--- src/rtl/ray_setup_recip.sv ---
// Ray-setup stage: registers a ray and computes the Q16.16 reciprocal of each
// direction component with one shared restoring divider (2^32 / |d|), saturating.
module ray_setup_recip #(
  parameter logic [31:0] ZERO_EPS = 32'd0
) (
  input  logic               clk,
  input  logic               rst,
  input  logic               in_valid,
  output logic               in_ready,
  input  logic signed [31:0] ox,
  input  logic signed [31:0] oy,
  input  logic signed [31:0] oz,
  input  logic signed [31:0] dx,
  input  logic signed [31:0] dy,
  input  logic signed [31:0] dz,
  output logic               out_valid,
  input  logic               out_ready,
  output logic signed [31:0] ox_o,
  output logic signed [31:0] oy_o,
  output logic signed [31:0] oz_o,
  output logic signed [31:0] invdx,
  output logic signed [31:0] invdy,
  output logic signed [31:0] invdz,
  output logic [1:0]         dbg_state
);

  // Handshake: a transfer happens on a rising edge where valid && ready;
  // valid, once high, holds its payload stable until that edge.

  typedef enum logic [1:0] {S_IDLE = 2'd0, S_DIV = 2'd1, S_DONE = 2'd2} state_t;

  state_t             state_q, state_d;
  logic [1:0]         axis_q;
  logic [5:0]         step_q;
  logic [32:0]        rem_q;
  logic [31:0]        quo_q;
  logic signed [31:0] dx_q, dy_q, dz_q;

  logic [31:0] d_cur;
  logic [31:0] mag_d;
  logic [33:0] rem_sh;
  logic [32:0] rem_sub;
  logic        take;
  logic [32:0] rem_next;
  logic [32:0] quo_next;
  logic        sat;
  logic [31:0] mag;
  logic [31:0] result;
  logic        last_step;

  assign dbg_state = state_q;

  // One restoring-division step for the current axis; dividend is 1 then 32 zeros.
  always_comb begin
    case (axis_q)
      2'd0:    d_cur = dx_q;
      2'd1:    d_cur = dy_q;
      default: d_cur = dz_q;
    endcase
    mag_d     = d_cur[31] ? (~d_cur + 32'd1) : d_cur;
    rem_sh    = {rem_q, (step_q == 6'd0)};
    take      = (rem_sh >= {2'b00, mag_d});
    rem_sub   = rem_sh[32:0] - {1'b0, mag_d};
    rem_next  = take ? rem_sub : rem_sh[32:0];
    quo_next  = {quo_q, take};
    sat       = (mag_d <= ZERO_EPS) || (quo_next > 33'h0_7FFF_FFFF);
    mag       = sat ? 32'h7FFF_FFFF : quo_next[31:0];
    result    = d_cur[31] ? (~mag + 32'd1) : mag;
    last_step = (step_q == 6'd32);
  end

  always_comb begin
    state_d = state_q;
    case (state_q)
      S_IDLE:  if (in_valid) state_d = S_DIV;
      S_DIV:   if (last_step && axis_q == 2'd2) state_d = S_DONE;
      S_DONE:  if (out_ready) state_d = S_IDLE;
      default: state_d = S_IDLE;
    endcase
  end

  always_ff @(posedge clk) begin
    if (rst) state_q <= S_IDLE;
    else     state_q <= state_d;
  end

  always_ff @(posedge clk) begin
    if (rst) begin
      in_ready  <= 1'b1;
      out_valid <= 1'b0;
      axis_q    <= 2'd0;
      step_q    <= 6'd0;
      rem_q     <= '0;
      quo_q     <= '0;
      dx_q      <= '0;
      dy_q      <= '0;
      dz_q      <= '0;
      ox_o      <= '0;
      oy_o      <= '0;
      oz_o      <= '0;
      invdx     <= '0;
      invdy     <= '0;
      invdz     <= '0;
    end else begin
      case (state_q)
        S_IDLE: begin
          if (in_valid) begin
            ox_o     <= ox;
            oy_o     <= oy;
            oz_o     <= oz;
            dx_q     <= dx;
            dy_q     <= dy;
            dz_q     <= dz;
            rem_q    <= '0;
            quo_q    <= '0;
            axis_q   <= 2'd0;
            step_q   <= 6'd0;
            in_ready <= 1'b0;
          end
        end
        S_DIV: begin
          if (last_step) begin
            case (axis_q)
              2'd0:    invdx <= result;
              2'd1:    invdy <= result;
              default: invdz <= result;
            endcase
            rem_q  <= '0;
            quo_q  <= '0;
            step_q <= 6'd0;
            if (axis_q == 2'd2) begin
              axis_q    <= 2'd0;
              out_valid <= 1'b1;
            end else begin
              axis_q <= axis_q + 2'd1;
            end
          end else begin
            rem_q  <= rem_next;
            quo_q  <= quo_next[31:0];
            step_q <= step_q + 6'd1;
          end
        end
        S_DONE: begin
          if (out_ready) begin
            out_valid <= 1'b0;
            in_ready  <= 1'b1;
          end
        end
        default: ;
      endcase
    end
  end

endmodule

--- config.mk ---
export PLATFORM = sky130hd
export DESIGN_NAME = ray_setup_recip
export DESIGN_NICKNAME = d
export VERILOG_FILES = /design/src/rtl/ray_setup_recip.sv
export SDC_FILE = /design/constraint.sdc
export NUM_CORES = 1
export LEC_CHECK = 0
export BUFFER_PORTS_ARGS = -buffer_cell sky130_fd_sc_hd__buf_2
export CAP_MARGIN = 20
export CORE_MARGIN = 5
export CORE_UTILIZATION = 25
export CTS_CLUSTER_DIAMETER = 80
export DETAILED_ROUTE_END_ITERATION = 10
export PLACE_DENSITY = 0.49
export SETUP_SLACK_MARGIN = 0.02
export SLEW_MARGIN = 20
export SYNTH_ARGS = -nofsm -noshare
export SYNTH_HDL_FRONTEND = slang
export SYNTH_SLANG_ARGS = --single-unit
--- constraint.sdc ---
create_clock -name clk -period 7.8 [get_ports clk]
set_input_delay 0.39 -clock clk [delete_from_list [all_inputs] [get_ports clk]]
set_output_delay 0.39 -clock clk [all_outputs]
set_load 0.02 [all_outputs]
Yosys cells after proc, flatten, opt, wreduce, memory -nomap -nowiden
Index checks and enable logic that the tools add are counted.
{ "totals": {"ff_bits": 365, "inputBits": 196, "output_inout_bits": 196, "word_cells": 84} }
{ "classes": {"n_addsub": 5, "n_lt_le_gt_ge": 3, "eq_ne": 10, "muxes": 29, "n_bitwise": 3, "n_reduce_logical": 18} }
{ "op_table": {"columns": ["cell", "count"], "rows": [
  ["$mux W32", 5],
  ["$pmux W32 S2", 2],
  ["$mux W33", 3],
  ["$pmux W33 S2", 1],
  ["$add A32 B1 Y32 const B", 2],
  ["$not A32 Y32", 2],
  ["$ge A34 B32 Y1", 1],
  ["$gt A33 B31 Y1 const B", 1],
  ["$sub A33 B32 Y33", 1],
  ["$le A32 B1 Y1 const B", 1],
  ["$reduce_and A3 Y1", 6],
  ["$mux W2", 6],
  ["$mux W6", 2],
  ["$pmux W6 S2", 1],
  ["$ne A2 B2 Y1 const B", 5],
  ["$add A6 B1 Y6 const B", 1],
  ["$eq A6 B6 Y1 const B", 1],
  ["$logic_not A6 Y1", 1],
  ["$pmux W2 S3", 1],
  ["$reduce_bool A2 Y1", 3],
  ["$mux W1", 5],
  ["$eq A2 B1 Y1 const B", 2],
  ["$eq A2 B2 Y1 const B", 2],
  ["$logic_not A2 Y1", 2],
  ["9 further kinds", 11]
]} }

Depth between registers and ports, before layout
Gate-level depths: netlist of run 1.
{ "depth": {"word_depth": 12, "mapped_depth": 36, "ltp_nobuf": 30} }

Least setup slack after synthesis of run 1
No wires, ideal clock.
{ "synth_path": {"kind": "reg2reg", "from": "register axis_q[0]", "to": "register invdx[30]", "setup_time_ns": 0.137, "t_arrival_ns": 7.707, "required_time_ns": 7.663, "setup_slack_ns": -0.045, "stages_incl_launch_ff": 36, "path_buffers": 10, "period_less_slack_ns": 7.845, "cell_sequence": "dfxtp_1 -> buf_2 -> buf_4 -> buf_4 -> mux2i_1 -> o21a_1 -> buf_2 -> buf_2 -> clkbuf_1 -> buf_2 -> buf_1 -> clkbuf_1 -> a31oi_1 -> xor2_1 -> ha_1 -> a21oi_1 -> a21oi_1 -> nor3_1 -> o21ai_0 -> and2_1 -> nor3_1 -> maj3_1 -> o21ai_0 -> clkbuf_1 -> nor2_1 -> ha_1 -> nand2_1 -> or3_1 -> or3_1 -> or3_1 -> nor2_1 -> inv_1 -> nor4_1 -> nor2_1 -> a221oi_1 -> a211oi_1"} }
{ "synth_via": {"elab_chain_cells": 12, "elab_cells_between_ends": 15, "classes_between": "2 x add/sub; 3 x order compare; 1 x eq/ne; 4 x mux; 2 x bitwise; 3 x reduce/logical"} }
{ "synth_lines": {"columns": ["item", "line_no", "rtl"], "rows": [
  ["from (decl)", "33", "logic [1:0] axis_q;"],
  ["from (signal assigned)", "135", "axis_q <= axis_q + 2'd1;"],
  ["$eq A2 B1 Y1 / $logic_not A2 Y1 (equally long branches)", "55, 123", null],
  ["$pmux W32 S2", "55", "case (axis_q)"],
  ["$not A32 Y32", "60", "mag_d = d_cur[31] ? (~d_cur + 32'd1) : d_cur;"],
  ["$add A32 B1 Y32", "60", null],
  ["$mux W32", "60", null],
  ["$ge A34 B32 Y1", "62", "take = (rem_sh >= {2'b00, mag_d});"],
  ["$gt A33 B31 Y1", "66", "sat = (mag_d <= ZERO_EPS) || (quo_next > 33'h0_7FFF_FFFF);"],
  ["$logic_or A1 B1 Y1", "66", null],
  ["$mux W32", "67", "mag = sat ? 32'h7FFF_FFFF : quo_next[31:0];"],
  ["$not A32 Y32", "68", "result = d_cur[31] ? (~mag + 32'd1) : mag;"],
  ["$add A32 B1 Y32", "68", null],
  ["$mux W32", "68", null],
  ["to (signal assigned)", "124", "2'd0: invdx <= result;"],
  ["to (decl)", "21", "output logic signed [31:0] invdx,"]
]} }
Several ways; a longest one is shown, not always the timed one.
A chain may end at the register's enable or synchronous reset.

Worst setup path after layout of run 1
{ "layout_path": {"from": "register axis_q[0]", "to": "register invdx[16]"} }
The elaborated chain is that of the path after synthesis.

==> results of run 1 <==
-- logic make-up after synthesis --
logic type / count (synthesis) / synth area share [%]
adder cells (fa/ha/maj): 39 / 2.76
XOR/XNOR: 56 / 2.78
buffers and inverters: 176 / 4.13
AND/OR/NAND/NOR: 916 / 22.6
multiplexers: 61 / 4.20
AO/OA/AOI/OAI: 614 / 22.1
flip-flops: 365 / 41.4
-- final cells by class --
| cell class | count | area (µm²) |
|---|---|---|
| Timing Repair Buffer | 438 | 2360 |
| Tap cell | 940 | 1180 |
| Fill cell | 7503 | 47800 |
| Clock buffer | 61 | 1270 |
| Sequential cell | 365 | 7310 |
| Clock inverter | 21 | 245 |
| Antenna cell | 7 | 17.5 |
| Multi-Input combinational cell | 1686 | 9720 |
| Inverter | 22 | 87.6 |
-- repair_timing --
item,CTS,global route
setup endpoints to repair,0,21
gates resized for setup,0,8
hold buffers,0,0
-- layout by cell type, fill, tap and decap left out, drive strengths merged, types with 14 or more instances in the layout --
cell type / Yosys / layout
a311oi: 17 / 17
or3: 15 / 15
buf: 34 / 438
nand2b: 14 / 14
mux2: 24 / 24
dfxtp: 365 / 365
a21oi: 259 / 259
mux2i: 37 / 37
a21o: 21 / 21
nand3: 39 / 39
clkbuf: 120 / 61
a31oi: 14 / 14
nand2: 482 / 482
a211oi: 65 / 65
xnor2: 28 / 28
inv: 22 / 26
o21ai: 78 / 78
nor3: 31 / 31
ha: 35 / 35
a22oi: 49 / 49
nand4: 23 / 23
xor2: 28 / 28
nand3b: 20 / 20
o21a: 15 / 15
nor2: 232 / 232
-- stage by stage --
| stage | util, % | power [mW] | hold slack [ps] | setup slack (ps) | std cells |
|---|---|---|---|---|---|
| 6_report | 31.7 | 6.64 | 48.5 | 585 | 3540 |
| 5_1_grt | 31.7 | 7.08 | 31.7 | 2.54 | 3535 |
| 4_1_cts | 31.5 | 6.69 | 9.49 | 254 | 3531 |
| 3_5_place_dp | 29.4 | 4.51 | 444 | 291 | 3449 |
| 3_3_place_gp | 29.4 | 4.49 | 440 | 478 | 3449 |
| 2_1_floorplan | - | 3.84 | 432 | 27.3 | 2227 |
-- power breakdown --
group | total [mW] | internal, mW | switching (mW)
Sequential | 2.06 | 1.97 | 0.0881
Clock | 2.14 | 1.26 | 0.876
Combinational | 2.44 | 0.887 | 1.56
-- worst min-delay path, delay by kind of cell --
kind,cells,cell delay (ps)
buf+inv,1,100
compound gates,1,50
simple gates,1,40
-- layer usage --
| metal | vias up | share of wire (%) | track usage (%) |
|---|---|---|---|
| met1 | 8135 | 42 | 19.3 |
| met5 | - | 0.19 | 0 |
| met4 | 18 | 2.2 | 4.10 |
| met3 | 97 | 6.6 | 4.43 |
| li1 | 8524 | - | - |
| met2 | 469 | 49 | 27.3 |
-- final timing paths --
kind / start / end / depth (start not counted)
max: axis_q[0] / invdx[16] / 27
min: oz[4] / oz_o[4] / 3
max reg2reg: axis_q[0] / invdx[16] / 27
min reg2reg: dx_q[21] / dx_q[21] / 2
==> out/results.txt, run 1 <==
RSZ-0062 raised after global routing = yes
Clock Skews = 22.0 ps
Post-route ant nets = 0
DRC Markers = 0
CP peak stage delay = 650 ps
Max Clk Rate = 139 MHz
Share of layout cells above drive strength 1 = 22.4%
Max FFs per register = 33
Top post-synthesis cells by area = dfxtp_1, nand2_1, a21oi_1
Starting DRC count in detailed routing = 1172
VDD IR max = 213 µV
Top cells by count, synth = nand2_1, dfxtp_1, a21oi_1
Crit Path Class = flop to flop
Final Hold Viols = 0
Rel. slew slack = 31.3%
Area grow syn2layout = 25.7%
Required time worst endpoint = 8290 ps
Worst Path Buf+Inv = 1
Synth Cell Area = 0.0177 mm²
Clk slew on worst S/H paths = 60 ps
Vias in the first global route = 16915
Routed WL per cell = 17.7 µm
Final setup viols = 0
Reg2reg setup slack = 590 ps
Max-slew violations = 0
Final GP Congestion = 0.892
CTS buffer count = 44
Pleak = 9.12 nW
Total grt overflow = 0
Die height = 276 µm
Syn Area/Cell = 7.93 µm²
Drt first pass iters = 5
CTS Sinks = 365
Initial Util = 25.2%
Outcome = complete, no violations
Synth Net Count = 2459
Initial antenna violation count = 14
Critical-path top delay cell = or4_1
Worst-Margin Slew = 1030 ps
Tot GR Track Use = 15.8%
Finished Cell Area = 0.0222 mm²
Final TNS setup = 0 ps
Worst-case clock buffer depth = 3
Fin nets = 2789
Power density over cell area = 299 mW/mm²
Core area = 0.0700 mm²
CP startpoint kind = flop
Final HPWL DP = 46300 µm
Die Wd = 276 µm
Yosys top cell area share = 41.4%
Crit path max fanout = 14
Main synth FF type = dfxtp_1
Critical Path AT = 7700 ps
Period utilization = 92.5%
EDFF count, synth = 0
Seq/Total Area, Yosys = 41.4%
Delay-heaviest family, CP = simple AND/OR/NAND/NOR gates
Wirelength, routed = 62700 µm
CTS tree = built
CTS root buffer = clkbuf_16
# rows = 97
Most flops, register = rem_q
Post-synth top area cell = dfxtp_1
Share of flip-flops with an asynchronous set or reset = 0%
HP Class = input pin to flop
Distinct cells, synth = 84
CP Capture Type = flop
Vias = 17243
H-tree depth reported by CTS = 2
Placed Instance Area = 0.0206 mm²
Worst skew pair latency = 590 ps
Crit path time final = 7210 ps
Yosys warns = 0
Worst path most repeated cell = or3_1
First-pass GRT wire length = 97100 µm
IO buf count = 391
Maxcap violations = 0
Cells after synthesis = 2227
Vias per std cell = 4.87
Largest net degree at the start of global routing = 205
Post-CTS setup buffers = 0
FF+latch count, synth = 365
DIE AREA = 0.0760 mm²
I/O Pins = 392
Top-count cell post-synth = nand2_1
(Power assumes the default switching activity.)
==> run 2, diff against run 1 <==
MAX_ROUTING_LAYER = met4   (was default)
==> run 2 against run 1 <==
  * Sequential power is essentially flat
  * Critical path type unchanged
  * Via count grew 0.72%
  * Largest cell class unchanged
  * Highest routed layer is now met4
  * Fmax grew 0.87%
  * Final area grew 0.27%
  * Clock-buffer cell count is the same
  * Routed wire length is essentially flat
  * Critical path depth is the same
  * Flip-flop and latch count is the same
  * Global-route usage grew 0.43 points
  * Sequential share of layout area shrank 0.089 points
  * Non-clock buffer count grew 3
==> out/results.txt, run 2 (same netlist as run 1, synthesis figures left out) <==
Worst-Margin Slew = 924 ps (was 1030 ps)
Reg2reg setup slack = 650 ps (was 590 ps)
Worst r2r src = axis_q[0] (unchanged)
Vias per std cell = 4.90 (was 4.87)
Switching share of power = 37.1% (was 37.9%)
RSZ-0062 raised after global routing = no (was yes)
Final GP Congestion = 0.901 (was 0.892)
Outcome = complete, no violations (unchanged)
Maxcap violations = 0 (unchanged)
Crit path from = axis_q[0] (unchanged)
# rows = 97 (unchanged)
Worst skew pair latency = 580 ps (was 590 ps)
Largest net degree at the start of global routing = 193 (was 205)
Max Clk Rate = 140 MHz (was 139 MHz)
Clock power share = 32.6% (was 32.2%)
Power density over cell area = 300 mW/mm² (was 299 mW/mm²)
Vias in the first global route = 16917 (was 16915)
CTS Sinks = 365 (unchanged)
Final TNS setup = 0 ps (unchanged)
H-tree depth reported by CTS = 2 (unchanged)
Crit path time final = 7150 ps (was 7210 ps)
Worst-case clock buffer depth = 3 (unchanged)
Rel. slew slack = 37.5% (was 31.3%)
Die Wd = 276 µm (unchanged)
DIE AREA = 0.0760 mm² (unchanged)
Worst Path Buf+Inv = 1 (unchanged)
Clk slew on worst S/H paths = 60 ps (about the same)
Routed WL per cell = 17.7 µm (about the same)
Final Total Pwr = 6.69 mW (was 6.64 mW)
CTS root buffer = clkbuf_16 (unchanged)
Final setup viols = 0 (unchanged)
Crit path max fanout = 13 (was 14)
Clock Skews = 39.8 ps (was 22.0 ps)
R2R depth = 27 (unchanged)
Drt first pass iters = 5 (unchanged)
CTS tree = built (unchanged)
Required time worst endpoint = 8290 ps (about the same)
Combinational share of power = 36.5% (was 36.8%)
Pleak = 9.15 nW (was 9.12 nW)
Final Hold Viols = 0 (unchanged)
Crit Path Class = flop to flop (unchanged)
Period utilization = 91.7% (was 92.5%)
Most flops, register = rem_q (unchanged)
IO buf count = 391 (unchanged)
Worst setup endpoint = invdx[16] (unchanged)
I/O Pins = 392 (unchanged)
Max-slew violations = 0 (unchanged)
Internal = 4.21 mW (was 4.12 mW)
Fillers = 7506 (was 7503)
# hold bufs at CTS = 0 (unchanged)
Most common cell after layout, fill and taps aside = nand2_1 (unchanged)
Worst path most repeated cell = or3_1 (unchanged)
VDD IR max = 201 µV (was 213 µV)
Die height = 276 µm (unchanged)
Total grt overflow = 0 (unchanged)
Post-route ant nets = 0 (unchanged)
Critical R2R Capture = invdx[16] (unchanged)
Fin nets = 2791 (was 2789)
HP Class = input pin to flop (unchanged)
Area grow syn2layout = 26.0% (was 25.7%)
Tot GR Track Use = 16.2% (was 15.8%)
Initial antenna violation count = 11 (was 14)
CP startpoint kind = flop (unchanged)
Max FFs per register = 33 (unchanged)
Final HPWL DP = 46500 µm (was 46300 µm)
CTS buffer count = 43 (was 44)
WP depth = 27 (unchanged)
Most frequent cells in the layout = nand2_1, buf_2, dfxtp_1, a21oi_1, nor2_1 (unchanged)
CP Capture Type = flop (unchanged)
Sw power = 2.48 mW (was 2.52 mW)
DRC Markers = 0 (unchanged)
Starting DRC count in detailed routing = 1157 (was 1172)
First-pass GRT wire length = 96800 µm (was 97100 µm)
Flop pwr share = 30.9% (was 31.1%)
Final cell count without fillers = 3544 (was 3540)
Wirelength, routed = 62600 µm (was 62700 µm)
Fin util = 31.8% (was 31.7%)
Core area = 0.0700 mm² (unchanged)
Placed Cells = 3450 (was 3449)
CP peak stage delay = 630 ps (was 650 ps)
Vias = 17367 (was 17243)
Critical-path top delay cell = or4_1 (unchanged)
Share of layout cells above drive strength 1 = 22.3% (was 22.4%)
Delay-heaviest family, CP = simple AND/OR/NAND/NOR gates (unchanged)
Initial Util = 25.2% (unchanged)
Critical Path AT = 7640 ps (was 7700 ps)
-- run 2: worst min path at each step --
stage               slack [ps]  startpoint  cells past startpoint       end
finish                      50      ox[12]                      3  ox_o[12]
floorplan                  430     dx_q[0]                      2   dx_q[0]
global placement           440    ox_o[30]                      2  ox_o[30]
CTS                         20      oz[18]                      3  oz_o[18]
global route                30       oy[9]                      3   oy_o[9]
detailed placement         440    ox_o[19]                      2  ox_o[19]
-- run 2: timing repair --
action                     in CTS  in global routing
buffers inserted                0                  3
gates resized for setup         0                  8
setup endpoints to repair       0                 19
-- run 2: stage by stage --
step,hold slack (ps),area [µm²],setup WS (ps)
2_1_floorplan,432,17700,27.3
3_3_place_gp,440,20600,433
3_5_place_dp,444,20600,219
4_1_cts,15.5,22100,199
5_1_grt,28.2,22300,16.8
6_report,51.2,22300,647
-- run 2: metal layers --
layer	global-route usage [%]	routed length, µm	part of all wire [%]	up-vias
li1	-	-	-	8538
met1	19.7	26700	43	8313
met2	27.6	31000	50	436
met3	3.47	3540	5.7	80
met4	3.78	1320	2.1	0
met5	-	0	0	-
-- run 2: layout make-up --
cell class                      instances  area [µm²]  share of cell area, %
Multi-Input combinational cell       1686        9720                   43.7
Tap cell                              940        1180                   5.28
Clock buffer                           61        1270                   5.73
Antenna cell                           12        30.0                  0.135
Inverter                               22        87.6                  0.394
Clock inverter                         17         274                   1.23
Sequential cell                       365        7310                   32.8
Timing Repair Buffer                  441        2380                   10.7
-- run 2: power groups by stage --
stage | clock [mW] | combinational [mW] | sequential [mW]
2_1_floorplan | 0 | 1.73 | 2.11
3_3_place_gp | 0 | 2.39 | 2.10
3_5_place_dp | 0 | 2.40 | 2.10
4_1_cts | 2.24 | 2.41 | 2.06
5_1_grt | 2.32 | 2.72 | 2.08
6_report | 2.18 | 2.44 | 2.06
-- run 2: worst register-to-register path, stage by stage (launching register included) --
cell       delay [ps]
dfxtp_4           460
mux2_2            370
mux2i_1           230
nand4_2           210
or4_1             630
or4_1             520
o311a_1           170
ha_1              360
a21o_1            200
a21o_1            190
a21oi_1           190
nor2b_1            60
o21ai_0           160
o211ai_1          150
a221oi_2          290
o21ai_2           110
nor2_1            180
ha_1              200
nand2_1            70
or3_1             370
or3_1             340
or3_1             400
nor2_1            170
inv_1             140
a2111oi_0         350
o21ai_0           130
o311a_1           180
a211oi_1          220
